==> src/rtl/layer_stream_driver.sv <==
// rtl/layer_stream_driver.sv - vector source / result sink driving one layer block over valid/ready streams
module layer_stream_driver #(
    parameter int WIDTH = 16,
    parameter int N     = 8,
    parameter int M     = 6,
    parameter int LOGN  = 3,
    parameter int LOGM  = 3
) (
    input  logic             clk,
    input  logic             reset,
    input  logic             ld_valid,
    input  logic [LOGN-1:0]  ld_addr,
    input  logic [WIDTH-1:0] ld_data,
    input  logic             start,
    output logic             busy,
    output logic             done,
    input  logic [LOGM-1:0]  rd_addr,
    output logic [WIDTH-1:0] rd_data,
    output logic [15:0]      lat_cycles,
    output logic             m_valid,
    input  logic             m_ready,
    output logic [WIDTH-1:0] data_out,
    input  logic             s_valid,
    output logic             s_ready,
    input  logic [WIDTH-1:0] data_in
);

    typedef enum logic [1:0] {IDLE, SEND, RECV, DONE} state_t;

    localparam logic [LOGN:0]   N_EXT   = (LOGN+1)'(N);
    localparam logic [LOGM:0]   M_EXT   = (LOGM+1)'(M);
    localparam logic [LOGN-1:0] TX_LAST = LOGN'(N - 1);
    localparam logic [LOGM-1:0] RX_LAST = LOGM'(M - 1);

    state_t           state;
    logic [WIDTH-1:0] vec [2**LOGN];
    logic [WIDTH-1:0] res [2**LOGM];
    logic [LOGN-1:0]  tx_cnt;
    logic [LOGM-1:0]  rx_cnt;
    logic [15:0]      lat;

    // Handshake controls decode directly from the state register, so m_valid never looks at m_ready.
    assign m_valid  = (state == SEND);
    assign s_ready  = (state == RECV);
    assign busy     = (state != IDLE);
    assign done     = (state == DONE);
    assign data_out = m_valid ? vec[tx_cnt] : '0;

    always_ff @(posedge clk or negedge reset) begin
        if (!reset) begin
            state      <= IDLE;
            tx_cnt     <= '0;
            rx_cnt     <= '0;
            lat        <= '0;
            lat_cycles <= '0;
            rd_data    <= '0;
            vec        <= '{default: '0};
            res        <= '{default: '0};
        end else begin
            rd_data <= ({1'b0, rd_addr} < M_EXT) ? res[rd_addr] : '0;

            if ((state == SEND || state == RECV) && lat != 16'hFFFF) begin
                lat <= lat + 16'd1;
            end

            case (state)
                IDLE: begin
                    // A load in the start cycle lands in vec on the same edge, so it is transmitted.
                    if (ld_valid && ({1'b0, ld_addr} < N_EXT)) begin
                        vec[ld_addr] <= ld_data;
                    end
                    if (start) begin
                        state  <= SEND;
                        tx_cnt <= '0;
                        lat    <= '0;
                    end
                end
                SEND: begin
                    if (m_ready) begin
                        tx_cnt <= tx_cnt + 1'b1;
                        if (tx_cnt == TX_LAST) begin
                            state  <= RECV;
                            rx_cnt <= '0;
                        end
                    end
                end
                RECV: begin
                    if (s_valid) begin
                        res[rx_cnt] <= data_in;
                        rx_cnt      <= rx_cnt + 1'b1;
                        if (rx_cnt == RX_LAST) begin
                            state <= DONE;
                        end
                    end
                end
                DONE: begin
                    lat_cycles <= lat;
                    state      <= IDLE;
                end
                default: state <= IDLE;
            endcase
        end
    end

endmodule

==> config.mk <==
export PLATFORM = sky130hd
export DESIGN_NAME = layer_stream_driver
export DESIGN_NICKNAME = d
export VERILOG_FILES = /design/src/rtl/layer_stream_driver.sv
export SDC_FILE = /design/constraint.sdc
export NUM_CORES = 1
export LEC_CHECK = 0
export CORE_MARGIN = 1
export CORE_UTILIZATION = 58
export CTS_CLUSTER_SIZE = 12
export DETAILED_ROUTE_END_ITERATION = 10
export GPL_TIMING_DRIVEN = 0
export PLACE_DENSITY = 0.85
export SETUP_SLACK_MARGIN = 0.4
export SKIP_CTS_REPAIR_TIMING = 1
export SLEW_MARGIN = 25
export SYNTH_ARGS = -nofsm -noshare
export SYNTH_HDL_FRONTEND = slang
export SYNTH_SLANG_ARGS = --single-unit
==> constraint.sdc <==
create_clock -name clk -period 2.6 [get_ports clk]
set_input_delay 0.26 -clock clk [delete_from_list [all_inputs] [get_ports clk]]
set_output_delay 0.26 -clock clk [all_outputs]
set_load 0.05 [all_outputs]
Yosys cells after proc, flatten, opt, wreduce, memory -nomap -nowiden
Cells that the tools add are included.
{ "totals": {"out_inout_bits": 52, "regBits": 312, "input_bits": 44, "word_cells": 90} }
{ "op_classes": {"n_eq_ne": 11, "n_reduce_logical": 13, "mux": 30, "magnitude_cmp": 7, "add_sub_neg": 3, "bitwise_logic": 4} }
{ "ops": {"columns": ["cell", "count"], "rows": [
  ["128-bit bitwise mux", 2],
  ["16-bit 2-to-1 mux", 11],
  ["16-bit binary-select mux with 3-bit select", 2],
  ["16-bit demux with 3-bit select", 2],
  ["16-bit by 1-bit adder with 16-bit output (second input constant)", 1],
  ["4-bit >= comparator (second input constant)", 4],
  ["16-bit != test (second input constant)", 1],
  ["3-bit inverter with 4-bit output", 4],
  ["3-bit 2-to-1 mux", 5],
  ["3-bit case mux with 2 select lines", 2],
  ["2-bit 2-to-1 mux", 5],
  ["4-bit by 1-bit < comparator with 1-bit output (second input constant)", 2],
  ["2-bit case mux with 4 select lines", 1],
  ["3-bit by 1-bit adder with 3-bit output (second input constant)", 2],
  ["3-bit == test (second input constant)", 2],
  ["2-bit by 1-bit != test with 1-bit output (second input constant)", 3],
  ["2-bit nonzero test", 3],
  ["5-bit AND reduction", 1],
  ["2-bit == test (second input constant)", 2],
  ["2-bit != test (second input constant)", 2],
  ["2-bit AND reduction", 2],
  ["4-bit AND reduction", 1],
  ["1-bit logical AND", 3],
  ["3-bit < comparator (second input constant)", 1],
  ["4 further kinds", 4]
]} }

Logic depth before layout (Yosys ltp)
Gate-level depths: netlist of run 1.
{ "depth": {"depth_word": 6, "ltp_mapped": 8} }

Worst setup path before layout of run 1
Ideal clock, no wire load.
{ "synth_timing": {"path_kind": "register -> output", "from": "reg state[1]", "to": "out data_out[10]", "arrival_time_ns": 2.427, "n_path_buf": 2, "stages_incl_launch_ff": 7, "setup_slack_ns": -0.087, "path_cell_list": "dfrtp_1 > inv_1 > ha_1 > clkbuf_1 > clkinv_1 > clkbuf_1 > nor2_1"} }
{ "synth_via": {"elab_chain_cells": 2} }
{ "synth_lines": {"columns": ["item", "line_no", "text"], "rows": [
  ["from (decl)", "35", "state_t state;"],
  ["from (signal assigned)", "51", "state <= IDLE;"],
  ["from (signal assigned)", "73", "state <= SEND;"],
  ["from (signal assigned)", "82", "state <= RECV;"],
  ["2-bit by 1-bit == test with 1-bit output", "43", "assign m_valid = (state == SEND);"],
  ["via m_valid", "20", "output logic m_valid,"],
  ["16-bit 2-to-1 mux", "47", "assign data_out = m_valid ? vec[tx_cnt] : '0;"],
  ["to (decl)", "22", "output logic [WIDTH-1:0] data_out,"]
]} }
The timed path passes the listed nets, and every way through them passes these cells.

Final worst setup path of run 1
{ "layout_timing": {"from": "reg tx_cnt[0]", "to": "out data_out[4]"} }
{ "layout_via": {"elab_chain_cells": 5} }
{ "layout_lines": {"columns": ["item", "line_no", "text"], "rows": [
  ["from (decl)", "38", "logic [LOGN-1:0] tx_cnt;"],
  ["from (signal assigned)", "80", "tx_cnt <= tx_cnt + 1'b1;"],
  ["3-bit inverter with 4-bit output (implied by the code)", "47", null],
  ["16-bit binary-select mux with 3-bit select", "47", null],
  ["16-bit 2-to-1 mux (implied by the code) (2 in a row)", "47", null],
  ["16-bit 2-to-1 mux", "47", null]
]} }
No other way between the ends. The select of a mux whose other input is x is not followed.

==> results_dict.tcl, run 1 <==
set metrics [dict create \
    dieWidth_microns 149 \
    grt_max_degree 96 \
    core-area_sq_mm 0.0212 \
    min_period_over_period_pct 97.5 \
    hold_class "in -> async" \
    cts_inserted_buffers 28 \
    antenna_found_initial 1 \
    grt_pass1_wl_microns 42700 \
    rr_endpoint "res[42]" \
    async_flop_share_pct 100 \
    grt_setup_unrepaired "yes" \
    timing.fmax_ghz 0.394 \
    wl_per_cell_microns 21.9 \
    drt_wl_total_microns 28400 \
    rows 53 \
    crit_chain "buf_12, clkbuf_16, mux4_2, mux2i_1, nor2_1, buf_6" \
    yosysSeqAreaShare_pct 55.8 \
    nFillCells 1277 \
    ys_types 52 \
    final.min_clock_period_ps 2540 \
    ir_drop_uv 758 \
    end_kind "output port" \
    ys_ff_latch 280 \
    critPathLaunch "tx_cnt[0]" \
    final_nets 1060 \
    synth.most_common_cell "dfrtp_1" \
    cp_slowest_stage_delay_ps 530 \
    cp-endpoint "data_out[4]" \
    synth.area.top_cells "dfrtp_1 56%, mux2_2 21%, mux4_2 8.6%" \
    cts_tree "yes" \
    report.final.setup_viol 0 \
    start_kind "register" \
    finalMaxSlewViolations 0 \
    synth_commonest_cells "280 x dfrtp_1, 231 x mux2_2, 48 x mux4_2" \
    r2r-start "state[0]" \
    arrival_ps 2280 \
    gp_congestion 0.826 \
    io_pins 96 \
    syn_nets 905 \
    die_area_sq_mm 0.0222 \
    crit_required_ps 2340 \
    drtIter0Drc 358 \
    drc 0 \
    critPathKind "reg -> out" \
    port_buffers 91 \
    final_antenna_net_count 0 \
    synth.largest_area_cell "dfrtp_1" \
    r2r_slack_ps 340 \
    track_usage_pct 24.7 \
    synth_area_sq_mm 0.0126 \
    htreeDepth 1 \
    clock-sinks 280 \
    worstRegToRegCells 7 \
    finalHoldWorstSlack_ps 126 \
    worstPathMaxFanout 5 \
    ys.flop_type "dfrtp_1" \
    num_vias 7757 \
    dr.pass1.iters 4 \
    power.density_mw_per_mm2 1170 \
    synth_cells 851 \
    layout-drive-gt1-share_pct 45.0 \
    power_leakage_uw 0.00696 \
    final_util_pct 73.3 \
    vias_per_cell 5.99 \
    clock-skew-final_ps 14.1 \
    clk_pin_slew_ps 60 \
    cts_root_buffer "clkbuf_16" \
    overflow 0 \
    worstSkewPairLatency_ps 530 \
    slowest_stage "mux4_2" \
    die_h_microns 149 \
    hold_violations 0 \
    yosysTopAreaCellShare_pct 55.8 \
    cts_buffer_depth 3 \
    synth_edf_count 0 \
    relSlewSlack_pct 53.2 \
    synth_area_per_cell_sq_um 14.8 \
    grt_pass1_vias 8146 \
    worstMarginPinSlew_ps 702 \
    dp_hpwl_microns 16800 \
    cap_violations 0 \
    syn2layout_area_growth_pct 23.4 \
    synth_warnings 0 \
    status "finished, final reports clean" \
    start_util_pct 59.4 \
]
==> stage by stage <==
stage	worst slack, ps	power (uW)	TNS (ps)	std cells	area (sq um)
after floorplan	330	11700	0	851	12600
after CTS	-1180	17200	-20430	1263	14800
final	64.9	18200	0	1295	15500
after global routing	15.5	19100	0	1295	15500
after detailed placement	-593	13400	-10520	1220	14000
after global placement	-10480	13100	-2938370	1217	13900
==> power breakdown <==
| part | total (uW) | switching, uW | internal, uW |
|---|---|---|---|
| Clock | 3680 | 1560 | 2120 |
| Combinational | 7280 | 3440 | 3840 |
| Sequential | 7220 | 1050 | 6170 |
| Total | 18200 | 6040 | 12100 |
==> state kept, by name, summed over array words and instances, names as in the netlist <==
register	flops
vec	128
res	96
lat	16
lat_cycles	16
rd_data	16
rx_cnt	3
tx_cnt	3
state	2
==> layout by cell type (no fill, tap or decap), types with 9 or more instances in the layout <==
cell / n
dfrtp_1: 279
mux2_2: 231
clkdlybuf4s50_1: 70
mux4_2: 48
clkbuf_16: 33
buf_4: 31
inv_1: 23
mux2i_1: 23
nor2_1: 19
clkbuf_1: 19
nand2_1: 19
buf_6: 18
o22ai_1: 17
nor2_4: 15
buf_2: 12
nand3_1: 10
o21ai_0: 10
mux2_4: 10
mux2i_4: 9
==> worst min-delay path by stage <==
stage / from / endpoint / slack, ps / cells after the start
detailed placement: reset / rd_data[14] / 70 / 1
global placement: res[105] / res[105] / 480 / 1
global route: reset / res[62] / 110 / 2
finish: reset / rd_data[14] / 130 / 2
floorplan: reset / lat[0] / -40 / 0
CTS: reset / rd_data[14] / -490 / 1
==> worst max-delay path: cells and delay by family (launching register included) <==
family        cells  cell delay, ps
buf+inv           3             490
flops             1             420
mux               2             730
simple gates      1             100
==> cell families (layout without fill, tap and decap cells) <==
family	Yosys count	after routing	synth area share (%)
compound gates	54	54	2.82
xor+xnor	1	1	0.0698
fa+ha+maj	10	10	0.996
buf+inv	74	242	2.56
flops	280	280	55.8
mux	324	324	33.3
other cells	0	1	0
simple gates	108	108	4.44
==> layout make-up <==
type	count	area (sq um)	area share (%)
buffer	48	362	2.33
sequential	280	7010	45.2
timing repair buffer	125	1340	8.64
clock inverter	1	5.00	0.0323
clock buffer	42	815	5.26
inverter	26	101	0.654
antenna	1	2.50	0.0161
tap	275	344	2.22
multi-input combinational	497	5520	35.6
==> metal layers <==
metal | vias to the layer above | track usage, % | share of wire (%)
li1 | 3433 | - | -
met5 | - | 0 | 0
met1 | 4076 | 31.9 | 41
met4 | 0 | 6.99 | 2.8
met2 | 193 | 43.7 | 52
met3 | 55 | 3.36 | 3.9
Power figures use the tool's default switching activity.
==> run 2: changes to the inputs <==
--- a/config.mk
+++ b/config.mk
@@ -6,11 +6,12 @@
 export NUM_CORES = 1
 export LEC_CHECK = 0
 export CORE_MARGIN = 1
-export CORE_UTILIZATION = 58
+export CORE_UTILIZATION = 57
 export CTS_CLUSTER_SIZE = 12
 export DETAILED_ROUTE_END_ITERATION = 10
+export DONT_BUFFER_PORTS = 1
 export GPL_TIMING_DRIVEN = 0
-export PLACE_DENSITY = 0.85
+export PLACE_DENSITY = 0.81
 export SETUP_SLACK_MARGIN = 0.4
 export SKIP_CTS_REPAIR_TIMING = 1
 export SLEW_MARGIN = 25
==> constraint.sdc (replaced) <==
create_clock -name clk -period 2.2 [get_ports clk]
set_input_delay 0.22 -clock clk [delete_from_list [all_inputs] [get_ports clk]]
set_output_delay 0.22 -clock clk [all_outputs]
set_load 0.05 [all_outputs]
==> run 2 against run 1 <==
The flow now finishes with violations (hold timing, setup timing); routed wire length increased by 22%; flip-flop and latch count unchanged; worst hold slack got worse by 730 ps; clock skew increased by 8.7 ps; worst setup slack got worse by 300 ps; first-iteration DRC count increased by 63%; design area increased by 7.7%; cell count increased by 1.6%; register-to-register slack got worse by 460 ps; core utilization increased by 5.2 points; die area increased by 1.7%; largest cell class unchanged; highest routed layer unchanged.
==> results_dict.tcl, run 2 (synthesis results as in run 1) <==
set metrics [dict create \
    drtIter0Drc 585 \
    timing.fmax_ghz 0.411 \
    grt_max_degree 281 \
    largest_register_ffs 128 \
    start_kind "register" \
    syn2layout_area_growth_pct 32.9 \
    htreeDepth 1 \
    worstRegToRegCells 8 \
    worstSkewPairLatency_ps 540 \
    layout-drive-gt1-share_pct 53.7 \
    rr_endpoint "res[123]" \
    timing.final.ws_setup_ps -231 \
    grt_pass1_vias 7598 \
    hold_violations 280 \
    antenna_found_initial 1 \
    grt_pass1_wl_microns 40800 \
    num_vias 8280 \
    cp_slowest_stage_delay_ps 360 \
    gp_congestion 0.811 \
    grt_setup_unrepaired "yes" \
    arrival_ps 2210 \
    relSlewSlack_pct 52.4 \
    end_kind "output port" \
    wl_per_cell_microns 26.3 \
    regArea_sq_mm 0.00702 \
    vias_per_cell 6.29 \
    io_pins 96 \
    die_h_microns 150 \
    hold_class "in -> async" \
    rows 53 \
    drc 0 \
    core-area_sq_mm 0.0213 \
    clock-skew-final_ps 22.8 \
    final_common_cell "dfrtp_1" \
    crit_required_ps 1980 \
    final_util_pct 78.4 \
    finalMaxSlewViolations 0 \
    die_area_sq_mm 0.0226 \
    crit_chain "clkbuf_2, clkbuf_4, mux4_2, mux2i_1, nor2_4" \
    post-place-ws_ps -339 \
    cts_tree "yes" \
    cts_root_buffer "clkbuf_16" \
    dr.pass1.iters 7 \
    track_usage_pct 23.2 \
    r2r-start "state[1]" \
    nFillCells 1058 \
    cts_inserted_buffers 29 \
    final_cell_mix "273 x dfrtp_1, 125 x mux2_2, 116 x mux2_4" \
    multi_input_area_sq_mm 0.00618 \
    power_leakage_uw 0.00750 \
    worstMarginPinSlew_ps 714 \
    port_buffers 0 \
    worstPathMaxFanout 10 \
    r2r_slack_ps -120 \
    min_period_over_period_pct 111 \
    clock-sinks 280 \
    report.final.setup_viol 56 \
    ir_drop_uv 997 \
    fin_area_sq_mm 0.0167 \
    start_util_pct 59.0 \
    cts_buffer_depth 3 \
    regMostFlops "vec" \
    critPathKind "reg -> out" \
    slowest_stage "dfrtp_1" \
    final_nets 1077 \
    violations "hold timing, setup timing" \
    drt_wl_total_microns 34600 \
    dp_hpwl_microns 15800 \
    finalHoldWorstSlack_ps -600 \
    clk_pin_slew_ps 60 \
    overflow 0 \
    status "complete, but fails checks" \
    largestRegisters "vec x128, res x96" \
    cap_violations 0 \
    power.density_mw_per_mm2 1410 \
    final_antenna_net_count 0 \
    dieWidth_microns 150 \
    dpl_cell_area_sq_mm 0.0132 \
    final.min_clock_period_ps 2430 \
]
-- run 2: cell types whose count changed in the layout (fill, tap and decap cells not counted), sizes merged --
cell | previous run | this run
dlymetal6s2s | 3 | 0
clkbuf | 67 | 70
clkinv | 1 | 0
clkdlybuf4s50 | 70 | 0
buf | 74 | 131
bufinv | 0 | 1
dlygate4sd3 | 1 | 35
-- run 2: how the worst max path moves through the flow --
| stage | from | end | slack (ps) | depth (start not counted) |
|---|---|---|---|---|
| 2_1_floorplan | state[1] | data_out[10] | 110 | 6 |
| 3_3_place_gp | tx_cnt[2] | data_out[13] | -380 | 4 |
| 3_5_place_dp | tx_cnt[2] | data_out[13] | -340 | 4 |
| 4_1_cts | tx_cnt[2] | data_out[13] | -910 | 4 |
| 5_1_grt | tx_cnt[1] | data_out[1] | -290 | 5 |
| 6_report | tx_cnt[1] | data_out[1] | -230 | 5 |
-- run 2: final cells by class --
class                   instances  share of cell area [%]
flip-flops and latches        280                    42.0
multi-input cells             497                    37.0
repair buffers                141                    9.41
clock buffers                  47                    5.35
plain buffers                  48                    3.25
well taps                     275                    2.06
inverters                      26                   0.667
clock inverters                 1                   0.180
diodes                          1                  0.0150
-- run 2: per-stage QoR --
stage	power [uW]	TNS [ps]	std cells
final	23600	-4840	1316
after global routing	24400	-7070	1316
after detailed placement	15300	-11590	1126
after CTS	20100	-21520	1174
after floorplan	14100	0	851
after global placement	15000	-10100	1126
-- run 2: where the power goes --
group / switching (uW) / internal (uW)
Sequential: 1930 / 7300
Clock: 1980 / 2850
Combinational: 4090 / 5420
-- run 2: worst max-delay path: cells and delay by family, from the launching register on --
kind                   cells  cell delay [ps]
buffers and inverters      2              570
flip-flops                 1              360
multiplexers               2              600
AND/OR/NAND/NOR            1              140
-- run 2: routing by layer --
metal	track usage [%]	vias up	wire, microns
li1	-	3468	-
met1	31.7	4393	13600
met2	38.4	318	18000
met3	4.24	101	1790
met4	6.16	0	1190
met5	0	-	0
==> run 3: changes to the inputs <==
--- a/config.mk
+++ b/config.mk
@@ -5,12 +5,13 @@
 export SDC_FILE = /design/constraint.sdc
 export NUM_CORES = 1
 export LEC_CHECK = 0
-export CORE_MARGIN = 1
+export CORE_MARGIN = 2
 export CORE_UTILIZATION = 57
 export CTS_CLUSTER_SIZE = 12
 export DETAILED_ROUTE_END_ITERATION = 10
 export DONT_BUFFER_PORTS = 1
 export GPL_TIMING_DRIVEN = 0
+export HOLD_SLACK_MARGIN = 0.12
 export PLACE_DENSITY = 0.81
 export SETUP_SLACK_MARGIN = 0.4
 export SKIP_CTS_REPAIR_TIMING = 1
==> run 3 against run 2 <==
The flow still finishes with violations (hold timing, setup timing); clock skew fell by 3.6 ps; routed wire length decreased by 5.0%; power down 1.6%; design area down 0.19%; flip-flop and latch count is the same; critical path depth unchanged.
==> results_dict.tcl, run 3 (synthesis results as in run 1) <==
set metrics [dict create \
    critPathKind "reg -> out" \
    largestRegisters "vec x128, res x96" \
    cts_inserted_buffers 30 \
    grt_setup_unrepaired "yes" \
    dieWidth_microns 152 \
    drtIter0Drc 619 \
    cts_buffer_depth 3 \
    overflow 0 \
    track_usage_pct 21.4 \
    violations "hold timing, setup timing" \
    worstPathMaxFanout 10 \
    finalHoldWorstSlack_ps -620 \
    clk_pin_slew_ps 60 \
    drc 0 \
    rows 54 \
    power_leakage_uw 0.00755 \
    report.final.setup_viol 21 \
    n_antenna_cell 0 \
    final.min_clock_period_ps 2420 \
    num_vias 8152 \
    wl_per_cell_microns 25.1 \
    grt_max_degree 281 \
    regMostFlops "vec" \
    htreeDepth 1 \
    cts_root_buffer "clkbuf_16" \
    fin_total_pwr_uw 23200 \
    min_period_over_period_pct 110 \
    final_nets 1063 \
    hold_class "in -> async" \
    core-area_sq_mm 0.0218 \
    vias_per_cell 6.23 \
    finalMaxSlewViolations 0 \
    grt_pass1_wl_microns 40400 \
    syn2layout_area_growth_pct 32.7 \
    grt_pass1_vias 7503 \
    final_common_cell "dfrtp_1" \
    hold_violations 280 \
    start_kind "register" \
    cts_tree "yes" \
    arrival_ps 2200 \
    largest_register_ffs 128 \
    cap_violations 0 \
    drt_wl_total_microns 32900 \
    end_kind "output port" \
    r2r_slack_ps -10 \
    dp_hpwl_microns 16100 \
    crit_required_ps 1980 \
    clock-skew-final_ps 19.2 \
    worstMarginPinSlew_ps 690 \
    gp_congestion 0.861 \
    status "complete, but fails checks" \
    start_util_pct 57.7 \
    dr.pass1.iters 4 \
    timing.fmax_ghz 0.412 \
    die_area_sq_mm 0.0232 \
    final_antenna_net_count 0 \
    port_buffers 0 \
    io_pins 96 \
    worstSkewPairLatency_ps 550 \
    timing.final.ws_setup_ps -225 \
    final_cell_mix "277 x dfrtp_1, 165 x mux2_4, 76 x mux2_2" \
    layout-drive-gt1-share_pct 52.6 \
    die_h_microns 152 \
    relSlewSlack_pct 54.0 \
    ir_drop_uv 865 \
    clock-sinks 280 \
    antenna_found_initial 0 \
    power.density_mw_per_mm2 1390 \
]
run 3: path summary, 6_finish.rpt:
| path | start | to | cells past startpoint |
|---|---|---|---|
| max in group asynchronous | reset | vec[42] | 0 |
| worst min register to register | vec[76] | vec[76] | 1 |
| worst max-delay path | tx_cnt[1] | data_out[1] | 5 |
| min in group clk | rd_addr[2] | rd_data[1] | 2 |
| worst max register to register | state[1] | vec[126] | 7 |
| worst min-delay path | reset | res[54] | 0 |
run 3: critical path: stages, from the launching register on:
cell and delay [ps]:
dfrtp_1 350, clkbuf_2 230, clkbuf_4 320, mux4_2 340, mux2i_1 260, nor2_4 140
run 3: metal layers:
| layer | global-route usage (%) | wire length (microns) | vias to the layer above |
|---|---|---|---|
| li1 | - | - | 3453 |
| met1 | 29.0 | 13100 | 4304 |
| met2 | 36.1 | 17300 | 314 |
| met3 | 4.12 | 1570 | 81 |
| met4 | 5.56 | 921 | 0 |
| met5 | 0 | 0 | - |
run 3: area by class of cell:
type,instances,area [sq um]
fill,1166,5090
timing repair buffer,126,1340
inverter,26,111
buffer,48,541
clock buffer,44,865
tap,280,350
clock inverter,7,66.3
sequential,280,7010
multi-input combinational,497,6370
run 3: power breakdown:
group	switching [uW]	total [uW]	internal, uW
logic	3910	9180	5270
clock network	2020	4840	2810
registers	1890	9180	7290
total	7810	23200	15400
run 3: per-stage QoR:
step	util (%)	cells	TNS, ps	setup slack (ps)	cell area (sq um)
floorplan	-	851	0	113	12900
global placement	60.7	1131	-9420	-340	13200
detailed placement	60.7	1131	-11310	-316	13200
CTS	65.0	1182	-22270	-907	14100
global route	76.6	1308	-3960	-305	16700
finish	76.6	1308	-2760	-225	16700
